`src/rtl/mux3_rr_arbiter_if.sv`:
```
// Handshake bundle between the requesters, the arbiter and the shared mux3/resource pair.
// The arbiter connects through the slave modport and the requester side through master.
interface mux3_rr_arbiter_if;
    logic [2:0] req_i;
    logic [2:0] gnt_o;
    logic [1:0] sel_o;
    logic       rsrc_req_o;
    logic       rsrc_ack_i;
    logic [2:0] done_o;
    logic [2:0] err_o;

    modport master (
        output req_i,
        output rsrc_ack_i,
        input  gnt_o,
        input  sel_o,
        input  rsrc_req_o,
        input  done_o,
        input  err_o
    );

    modport slave (
        input  req_i,
        input  rsrc_ack_i,
        output gnt_o,
        output sel_o,
        output rsrc_req_o,
        output done_o,
        output err_o
    );
endinterface

```
`src/rtl/mux3_rr_arbiter.sv`:
```
// Round-robin arbiter for three requesters sharing one mux3-fed resource.
// It holds the grant and the mux3 select until the resource acks or the timeout expires.
//
//   state | meaning
//   ------+----------------------------------------------------------------
//   IDLE  | no grant; pick the next requester after last_q in rotation
//   BUSY  | one requester granted; wait for rsrc_ack_i or the timeout
module mux3_rr_arbiter #(
    parameter int TIMEOUT = 16,
    parameter int CNT_W   = 5
) (
    input logic              clk_i,
    input logic              rst_ni,
    mux3_rr_arbiter_if.slave bus
);

    localparam logic [0:0] IDLE = 1'b0;
    localparam logic [0:0] BUSY = 1'b1;

    localparam logic [CNT_W-1:0] CNT_LAST = (TIMEOUT == 0) ? '0 : CNT_W'(TIMEOUT - 1);

    logic [0:0]       state_q;
    logic [2:0]       gnt_q;
    logic [1:0]       sel_q;
    logic [1:0]       last_q;
    logic [CNT_W-1:0] cnt_q;

    logic [1:0] cand1, cand2, cand3, win_idx;
    logic       win_vld, ack_hit, tmo_hit;

    function automatic logic [1:0] next_idx(input logic [1:0] i);
        return (i == 2'd2) ? 2'd0 : i + 2'd1;
    endfunction

    function automatic logic req_at(input logic [2:0] r, input logic [1:0] i);
        case (i)
            2'd0:    return r[0];
            2'd1:    return r[1];
            default: return r[2];
        endcase
    endfunction

    always_comb begin
        cand1   = next_idx(last_q);
        cand2   = next_idx(cand1);
        cand3   = next_idx(cand2);
        win_vld = |bus.req_i;
        win_idx = cand3;
        if (req_at(bus.req_i, cand1)) begin
            win_idx = cand1;
        end else if (req_at(bus.req_i, cand2)) begin
            win_idx = cand2;
        end
    end

    // Ack takes priority over a timeout landing in the same cycle.
    assign ack_hit = (state_q == BUSY) && bus.rsrc_ack_i;
    assign tmo_hit = (state_q == BUSY) && !bus.rsrc_ack_i && (TIMEOUT != 0) && (cnt_q == CNT_LAST);

    always_ff @(posedge clk_i or negedge rst_ni) begin
        if (!rst_ni) begin
            state_q <= IDLE;
            gnt_q   <= '0;
            sel_q   <= 2'b00;
            last_q  <= 2'd2;
            cnt_q   <= '0;
        end else begin
            case (state_q)
                IDLE: begin
                    if (win_vld) begin
                        gnt_q   <= 3'b001 << win_idx;
                        sel_q   <= win_idx;
                        cnt_q   <= '0;
                        state_q <= BUSY;
                    end
                end
                BUSY: begin
                    // sel_q is left alone on release so the mux3 path stays stable.
                    if (ack_hit || tmo_hit) begin
                        last_q  <= sel_q;
                        gnt_q   <= '0;
                        state_q <= IDLE;
                    end else if (cnt_q != CNT_LAST) begin
                        cnt_q <= cnt_q + 1'b1;
                    end
                end
                default: state_q <= IDLE;
            endcase
        end
    end

    assign bus.gnt_o      = gnt_q;
    assign bus.sel_o      = sel_q;
    assign bus.rsrc_req_o = (state_q == BUSY);
    assign bus.done_o     = ack_hit ? gnt_q : 3'b000;
    assign bus.err_o      = tmo_hit ? gnt_q : 3'b000;

endmodule

```
`src/flat_wrapper.sv`:
```
// flat-port wrapper written by rule: the top's interface ports become plain ports
module mux3_rr_arbiter_flat 
#(
    parameter int TIMEOUT = 16,
    parameter int CNT_W   = 5
)
  (clk_i, rst_ni, bus_req_i, bus_rsrc_ack_i, bus_gnt_o, bus_sel_o, bus_rsrc_req_o, bus_done_o, bus_err_o);
  mux3_rr_arbiter_if bus_i ();
  input logic clk_i;
  input logic rst_ni;
  input wire logic [$bits(bus_i.req_i)-1:0] bus_req_i;
  input wire logic [$bits(bus_i.rsrc_ack_i)-1:0] bus_rsrc_ack_i;
  output wire logic [$bits(bus_i.gnt_o)-1:0] bus_gnt_o;
  output wire logic [$bits(bus_i.sel_o)-1:0] bus_sel_o;
  output wire logic [$bits(bus_i.rsrc_req_o)-1:0] bus_rsrc_req_o;
  output wire logic [$bits(bus_i.done_o)-1:0] bus_done_o;
  output wire logic [$bits(bus_i.err_o)-1:0] bus_err_o;
  assign bus_i.req_i = bus_req_i;
  assign bus_i.rsrc_ack_i = bus_rsrc_ack_i;
  assign bus_gnt_o = bus_i.gnt_o;
  assign bus_sel_o = bus_i.sel_o;
  assign bus_rsrc_req_o = bus_i.rsrc_req_o;
  assign bus_done_o = bus_i.done_o;
  assign bus_err_o = bus_i.err_o;
  mux3_rr_arbiter #(.TIMEOUT(TIMEOUT), .CNT_W(CNT_W)) u_core (.clk_i(clk_i), .rst_ni(rst_ni), .bus(bus_i));
endmodule
```
`config.mk`:
```
export PLATFORM = sky130hd
export DESIGN_NAME = mux3_rr_arbiter_flat
export DESIGN_NICKNAME = d
export VERILOG_FILES = /design/src/rtl/mux3_rr_arbiter_if.sv /design/src/rtl/mux3_rr_arbiter.sv /design/src/flat_wrapper.sv
export SDC_FILE = /design/constraint.sdc
export NUM_CORES = 1
export LEC_CHECK = 0
export BUFFER_PORTS_ARGS = -buffer_cell sky130_fd_sc_hd__clkbuf_2
export CAP_MARGIN = 15
export CORE_MARGIN = 2
export CORE_UTILIZATION = 45
export DETAILED_ROUTE_END_ITERATION = 10
export PLACE_DENSITY = 0.69
export REMOVE_ABC_BUFFERS = 1
export SLEW_MARGIN = 20
export SYNTH_ARGS = -nofsm -noshare
export SYNTH_HDL_FRONTEND = slang
export SYNTH_SLANG_ARGS = --single-unit
```
`constraint.sdc`:
```
create_clock -name clk_i -period 1.86 [get_ports clk_i]
set_input_delay 0.372 -clock clk_i [delete_from_list [all_inputs] [get_ports clk_i]]
set_output_delay 0.372 -clock clk_i [all_outputs]
set_load 0.005 [all_outputs]
```
# Word level (Yosys, flattened, before mapping)
# Cells that the tools add are included.
classes:
  n_addsub: 4
  n_eq_ne: 11
  reduce_logical: 12
  bitwise_logic: 1
  mux: 20
  shift: 1
op_table:
  columns: ["cell", "count"]
  rows:
  - ["$mux 5", 3]
  - ["$mux 3", 4]
  - ["$mux 2", 5]
  - ["$pmux 5 s2", 1]
  - ["$add 2x1->2 const B", 3]
  - ["$eq 2x2->1 const B", 3]
  - ["$ne 2x2->1 const B", 3]
  - ["$pmux 1 s2", 3]
  - ["$pmux 3 s2", 1]
  - ["$reduce_and 2->1", 3]
  - ["$add 5x1->5 const B", 1]
  - ["$eq 5x4->1 const B", 1]
  - ["$ne 5x4->1 const B", 1]
  - ["$eq 2x1->1 const B", 2]
  - ["$logic_not 2->1", 2]
  - ["$logic_and 1x1->1", 3]
  - ["$mux 1", 3]
  - ["$reduce_and 3->1", 1]
  - ["$reduce_or 3->1", 1]
  - ["$shl 1x2->3 const A", 1]
  - ["$ne 2x1->1 const B", 1]
  - ["$logic_not 1->1", 1]
  - ["$logic_or 1x1->1", 1]
  - ["$not 1->1", 1]
totals:
  in_bits: 6
  output_inout_bits: 12
  elab_cells: 54
  regBits: 13

# Longest topological paths before layout
# Gate-level depths: netlist of run 1.
depth:
  word_depth: 12
  mapped_depth: 6
  depth_no_buf: 6

# Worst setup path after synthesis of run 1
# No wires, ideal clock.
synth_timing:
  kind: "flip-flop to flip-flop"
  start: "reg u_core.cnt_q[0]"
  end: "reg u_core.cnt_q[0]"
  synth_period_minus_slack_ns: 1.692
  setup_ns: 0.127
  n_path_buf: 0
  required_time_ns: 1.733
  arrival_ns: 1.565
  setup_slack_ns: 0.168
  path_stages_with_launch: 7
  path_cell_list: "dfrtp_1 ha_1 and3_1 ha_1 o21ai_2 nand2_2 mux2_1"
synth_between:
  elab_chain_len: 5
  word_cells_on_any_way: 11
  classes_between: "add/sub: 1; eq/ne: 4; mux: 3; reduce/logical: 3"
synth_lines:
  columns: ["item", "line", "source"]
  rows:
  - ["from (decl)", "mux3_rr_arbiter.sv:26", "logic [CNT_W-1:0] cnt_q;"]
  - ["from (signal assigned)", "mux3_rr_arbiter.sv:84", "cnt_q <= cnt_q + 1'b1;"]
  - ["parallel branches: the longest is 5 deep, another holds $add 5x1->5", null, null]
# Parallel ways; which one is timed is not known. The select of a mux whose other input is x is not followed.
# A chain may end at the register's enable or synchronous reset.

# Worst setup path after layout of run 1
layout_timing:
  start: "reg u_core.cnt_q[0]"
  end: "out bus_err_o[0]"
layout_between:
  elab_chain_len: 3
layout_lines:
  columns: ["item", "line", "source"]
  rows:
  - ["$eq 5x4->1", "mux3_rr_arbiter.sv:58", "assign tmo_hit = (state_q == BUSY) && !bus.rsrc_ack_i && (TIMEOUT != 0) && (cnt_q == CNT_LAST);"]
  - ["$logic_and 1x1->1", "mux3_rr_arbiter.sv:58", null]
  - ["$mux 3", "mux3_rr_arbiter.sv:96", "assign bus.err_o = tmo_hit ? gnt_q : 3'b000;"]
  - ["to (decl)", "flat_wrapper.sv:17", "output wire logic [$bits(bus_i.err_o)-1:0] bus_err_o;"]
# Every way passes these cells.

==> results of run 1 <==
worst max-delay path: stages, from the launching register on:
cell,delay (ps)
dfrtp_1,390
ha_2,190
and3_4,180
ha_4,150
and3b_1,170
and2_1,130
clkbuf_2,100
through the flow:
step	utilization (%)	cell area [um^2]	hold WS, ps	std cells
after detailed placement	55.88	832.0	283.4	102
after floorplan	-	704.4	76.41	66
after CTS	61.76	919.6	494.0	111
after global routing	63.78	949.7	514.3	114
after global placement	55.88	832.0	282.9	102
final	63.78	949.7	498.5	114
path summary, 6_finish.rpt:
path	end	cells past startpoint
worst max-delay path	bus_err_o[0]	6
max in group asynchronous	u_core.last_q[1]	2
worst max register to register	u_core.cnt_q[0]	8
worst min-delay path	u_core.bus.gnt_o[0]	3
min in group asynchronous	u_core.cnt_q[2]	2
worst min register to register	u_core.cnt_q[4]	1
per-layer routing:
layer  track usage (%)  routed length, um  vias up
met4             3.636                  0        0
li1                  -                  -      316
met3             7.500                106        0
met5                 0                  0        -
met1             24.00                657      307
met2             29.41                765       20
timing repair:
| item | in CTS | in global routing |
|---|---|---|
| endpoints found under the hold margin | 12 | 0 |
| hold buffers | 1 | 0 |
| endpoints found under the setup margin | 3 | 3 |
| buffers inserted | 4 | 3 |
| pin swaps | 5 | 3 |
| cloned | 0 | 0 |
| resized for setup | 4 | 1 |
power by group through the flow:
stage / combinational [W] / clock, W / sequential, W
after floorplan: 0.000148 / 0 / 0.000426
after CTS: 0.000273 / 0.000182 / 0.000427
after global placement: 0.000251 / 0 / 0.000430
final: 0.000282 / 0.000173 / 0.000430
after detailed placement: 0.000254 / 0 / 0.000434
after global routing: 0.000317 / 0.000195 / 0.000442
cell type report:
class | instances | area (um^2)
Multi-Input combinational cell | 48 | 386.6
Clock inverter | 1 | 5.005
Fill cell | 118 | 539.3
Inverter | 5 | 18.77
Sequential cell | 13 | 326.6
Clock buffer | 3 | 22.52
Timing Repair Buffer | 28 | 170.2
Tap cell | 16 | 20.02
Yosys cell counts:
master / n / share of area, %
nor3_1: 1 / 0.71
o21bai_1: 1 / 1.1
nand2_2: 1 / 0.88
nor3_2: 1 / 1.4
o21ai_1: 2 / 1.4
a22o_1: 2 / 2.5
dfstp_2: 1 / 3.7
and3_1: 5 / 4.4
nand3_1: 2 / 1.4
and2_1: 3 / 2.7
o21a_1: 1 / 1.1
clkbuf_1: 1 / 0.53
inv_2: 1 / 0.53
o211ai_1: 2 / 2.1
nor3b_1: 2 / 2.1
o21ai_2: 1 / 1.2
dfrtp_1: 12 / 42
o31ai_1: 2 / 2.1
a21oi_1: 1 / 0.71
or2_1: 1 / 0.88
nand2b_1: 1 / 0.88
nor2_1: 1 / 0.53
a41o_1: 1 / 1.4
a31oi_1: 1 / 0.88
mux2i_1: 1 / 1.4
ha_1: 2 / 3.5
o32a_1: 1 / 1.4
a311oi_1: 1 / 1.2
o21ai_0: 4 / 2.8
o211a_1: 1 / 1.4
inv_1: 4 / 2.1
or4_4: 1 / 1.6
and3b_1: 1 / 1.2
mux2_1: 1 / 1.6
nor2b_1: 1 / 0.88
mux2_2: 2 / 3.2
registers in the layout (all words and copies together) (netlist names):
name and flops:
u_core.bus.gnt_o 3, u_core.last_q 2, u_core.cnt_q 5, u_core.bus.sel_o 2, u_core.bus.rsrc_req_o 1
kinds of logic (layout without fill, tap and decap cells):
logic type	after synthesis	in the layout	share of synthesized area, %
muxes	4	4	6.183
DFF	13	13	46.11
buffers and inverters	6	37	3.179
adders and majority gates	2	2	3.533
and+or+nand+nor	21	21	19.61
AOI/OAI and AO/OA	21	21	21.38
==> reports/results.ini, run 1 <==
[timing]
worst_slew_pin_slew_ps=470.9
setup_tns_ps=-280.7
slew_headroom_pct=68.43
clock.fmax_mhz=511.7
period_share_pct=105.1
fin_crit_ps=1954
finalSetupViolCount=3
rsz0062_at_grt=yes
finalWorstSetupSlack_ps=-94.44
final-hold-violation-count=0
slew_viol_final=0
clock_skew_ps=7.269

[cts]
cts_root_buf=clkbuf_4
htreeDepth=1
clk_pin_slew_ps=80
cts_tree=yes
cts_made_buffers=3
cts_buffer_depth=2
cts_sinks=13
clock_latency_ps=280

[power]
p_per_area_nw_per_um2=931.3
power.internal_w=0.0005952
power_w=0.0008844
pwr-share-comb_pct=31.9
netSwitchingFraction_pct=32.70
clkPwrFrac_pct=19.5
peakVddDrop_mv=0.7392
p_seq_share_pct=48.6
p_switching_w=0.0002892
p_leak_nw=0.4953

[route]
drtIter0Drc=11
wire_per_inst_um=13.42
wirelength_um=1530
firstDrtPassIters=4
via_count=643
drc=0
ant_nets=0
via_per_inst=5.640

[grt]
grt_pass1_wl_um=2594
track_usage_pct=18.53
grt_pass1_vias=599
grt_max_degree=14
grt.overflow.total=0
antenna_found_initial=0

[cells_and_area]
final_nets=107
final_cell_mix=clkbuf_2 (17), dfrtp_1 (12), buf_4 (10)
final_common_cell=clkbuf_2
n_antenna_cell=0
synthToLayoutAreaGrowth_pct=34.10
drive_gt1_share_pct=42.86

[floorplan]
die_w_um=43.67
start_util_pct=47.56
die_y_um=43.67
core-area_um2=1489
io_pins=18
dieArea_um2=1907
placementRows=14

[synthesis]
netlist_area_um2=708.2
syn_inst=67
yosys_warnings=0
ys_types=36
synth-seq-area-share_pct=46.11
synth_seq_cells=13
syn_area_per_cell_um2=10.57

[critical_path]
endpoint_kind=output port
cp-start-kind=flop
startpoint=u_core.cnt_q[0]
worstSetupPathType=flop to output port
rrSetupSlack_ps=10
critPathMaxFanout=3
critPathArrivalTime_ps=1580
r2r-start=u_core.cnt_q[0]
critPathRequiredTime_ps=1490

[worst_hold_path]
min_path_type=primary input to flop
hold_path_startpoint=bus_req_i[1]

[placement]
port_buffers=17
gp_congestion=0.9048
dp_hpwl_um=1093
place_ws_ps=38.65

[run_status]
status=finished with violations
violations=negative setup slack

[job]
cap_violations=0

No activity file was read; power rests on OpenSTA's default activity.
==> run 2, diff against run 1 <==
==> constraint.sdc (replaced) <==
create_clock -name clk_i -period 2.3 [get_ports clk_i]
set_input_delay 0.46 -clock clk_i [delete_from_list [all_inputs] [get_ports clk_i]]
set_output_delay 0.46 -clock clk_i [all_outputs]
set_load 0.005 [all_outputs]
==> run 2 against run 1 <==
The flow now finishes without violations. Combinational power down 31%. Worst hold slack got worse by 430 ps. Largest power group unchanged. Critical path depth unchanged. Power shrank 23%. Utilization shrank 7.5 points. Sequential power fell by 19%. Worst setup slack improved by 220 ps. Die area is the same. Flip-flop and latch count unchanged. Non-clock buffer count shrank 11.
==> reports/results.ini, run 2 (synthesized netlist as in run 1, its figures left out) <==
[run_status]
status=complete, no violations

[cts]
cts_hold_repair.buffers=0  ; -1
cts_sinks=13  ; unchanged
cts_resized=0  ; -4
clk_pin_slew_ps=80  ; about the same
htreeDepth=1  ; unchanged
cts_buffer_depth=2  ; unchanged
cts_made_buffers=3  ; unchanged
cts_tree=yes
postCtsSetupBuffers=0  ; -4
clock_latency_ps=270  ; about the same
cts_root_buf=clkbuf_4

[cells_and_area]
final_nets=96  ; -10%
final_util_pct=56.30  ; -7.5 points
drive_gt1_share_pct=33.33  ; -9.5 points
n_antenna_cell=0  ; unchanged
regArea_um2=326.6  ; unchanged
largest_reg_flops=5  ; unchanged
multiInputGateArea_um2=361.6  ; -6.5%
final_common_cell=clkbuf_2
synthToLayoutAreaGrowth_pct=18.37
final_cell_area_um2=838.3  ; -12%
top_register=u_core.cnt_q
final_cell_mix=clkbuf_2 (17), dfrtp_1 (12), and3_1 (5)
fillerInstances=138  ; +17%

[critical_path]
critPathRequiredTime_ps=1840  ; +350 ps
cp_cell_sequence=ha_1 > and3_1 > ha_2 > and3b_1 > and2_1 > clkbuf_2
slowest_delay_ps=400  ; about the same
cp.buffers_inverters=1  ; unchanged
cpLargestDelayFamily=simple AND/OR/NAND/NOR gates
endpoint_kind=output port
slowest_stage=dfrtp_1
cp-start-kind=flop
worstSetupPathType=flop to output port
critPathArrivalTime_ps=1710  ; +130 ps
critPathMaxFanout=4  ; +1

[power]
power.internal_w=0.0004616  ; -22%
peakVddDrop_mv=0.4195  ; -43%
pwr-share-comb_pct=28.7  ; -3.2 points
p_switching_w=0.0002161  ; -25%
power_w=0.0006777  ; -23%
p_seq_share_pct=51.3  ; +2.7 points
p_leak_nw=0.4382  ; -12%
netSwitchingFraction_pct=31.89  ; -0.81 points
clkPwrFrac_pct=20.0  ; +0.5 points
p_per_area_nw_per_um2=808.4  ; -13%

[job]
cap_violations=0  ; unchanged

[timing]
clock.fmax_mhz=459.9
fin_crit_ps=2174
worst_slew_pin_slew_ps=484.7  ; +13.77 ps
final-hold-violation-count=0  ; unchanged
setup_tns_ps=0  ; +280.7 ps
rsz0062_at_grt=no
finalSetupViolCount=0  ; -3
slew_viol_final=0  ; unchanged
slew_headroom_pct=67.51  ; -0.92 points
clock_skew_ps=9.743  ; +2.474 ps
period_share_pct=94.54

[route]
via_per_inst=5.718  ; +1.4%
wire_per_inst_um=13.02  ; -3.0%
wirelength_um=1341  ; -12%
drtIter0Drc=4  ; -7
drc=0  ; unchanged
ant_nets=0  ; unchanged
via_count=589  ; -8.4%
firstDrtPassIters=4  ; unchanged

[floorplan]
die_w_um=43.67  ; unchanged
start_util_pct=47.56  ; unchanged
placementRows=14  ; unchanged
die_y_um=43.67  ; unchanged
core-area_um2=1489  ; unchanged
dieArea_um2=1907  ; unchanged
io_pins=18  ; unchanged

[placement]
port_buffers=17  ; unchanged
placed_area_um2=809.5  ; -2.7%
dp_hpwl_um=1047  ; -4.2%
gp_congestion=0.8979  ; -0.76%

[grt]
grt_max_degree=19  ; +5
grt_pass1_vias=515  ; -14%
grt_pass1_wl_um=2235  ; -14%
track_usage_pct=15.68  ; -2.8 points
grt.overflow.total=0  ; unchanged
antenna_found_initial=0  ; unchanged

[worst_hold_path]
min_path_type=primary input to async pin

-- run 2: cell types whose count changed in the layout (fill, tap and decap cells not counted), sizes merged --
cell,previous run,this run
buf,10,0
clkbuf,20,21
clkinv,1,0
dlygate4sd3,1,0
-- run 2: area by class of cell --
type	count	share of cell area, %
flip-flops and latches	13	38.96
well taps	16	2.388
inverters	5	2.239
multi-input cells	48	43.13
clock buffers	4	3.134
repair buffers	17	10.15
-- run 2: power groups by stage --
stage	clock network (W)	logic (W)	registers, W
2_1_floorplan	0	0.000120	0.000344
6_report	0.000135	0.000195	0.000348
5_1_grt	0.000157	0.000218	0.000360
3_3_place_gp	0	0.000195	0.000350
4_1_cts	0.000140	0.000197	0.000347
3_5_place_dp	0	0.000196	0.000351
-- run 2: layer usage --
metal | track usage, % | share of wire (%) | wire length (um)
met1 | 21.39 | 49 | 653
met2 | 24.41 | 47 | 626
met3 | 3.750 | 4.6 | 62
met4 | 5.455 | 0 | 0
met5 | 0 | 0 | 0
-- run 2: worst paths after layout --
check / from / end / slack (ps) / cells past startpoint
max: u_core.cnt_q[0] / bus_err_o[2] / 130 / 6
min: rst_ni / u_core.bus.sel_o[1] / 70 / 1
max reg2reg: u_core.cnt_q[0] / u_core.cnt_q[0] / 470 / 6
min reg2reg: u_core.cnt_q[2] / u_core.cnt_q[2] / 520 / 1
max in group asynchronous: rst_ni / u_core.last_q[1] / 1940 / 1
min in group clk_i: u_core.cnt_q[2] / u_core.cnt_q[2] / 520 / 1
-- run 2: through the flow --
| stage | setup WS [ps] | instances | hold WS, ps |
|---|---|---|---|
| after floorplan | 533.7 | 66 | 164.4 |
| after global placement | 410.5 | 99 | 369.0 |
| after detailed placement | 359.4 | 99 | 370.0 |
| after CTS | 61.85 | 103 | 77.26 |
| after global routing | 19.29 | 103 | 78.01 |
| final | 125.6 | 103 | 70.37 |
-- run 2: worst register-to-register path, delay by kind of cell, from the launching register on --
| family | cells | cell delay, ps |
|---|---|---|
| fa+ha+maj | 2 | 430 |
| compound gates | 1 | 250 |
| flops | 1 | 400 |
| simple gates | 2 | 320 |
| mux | 1 | 320 |
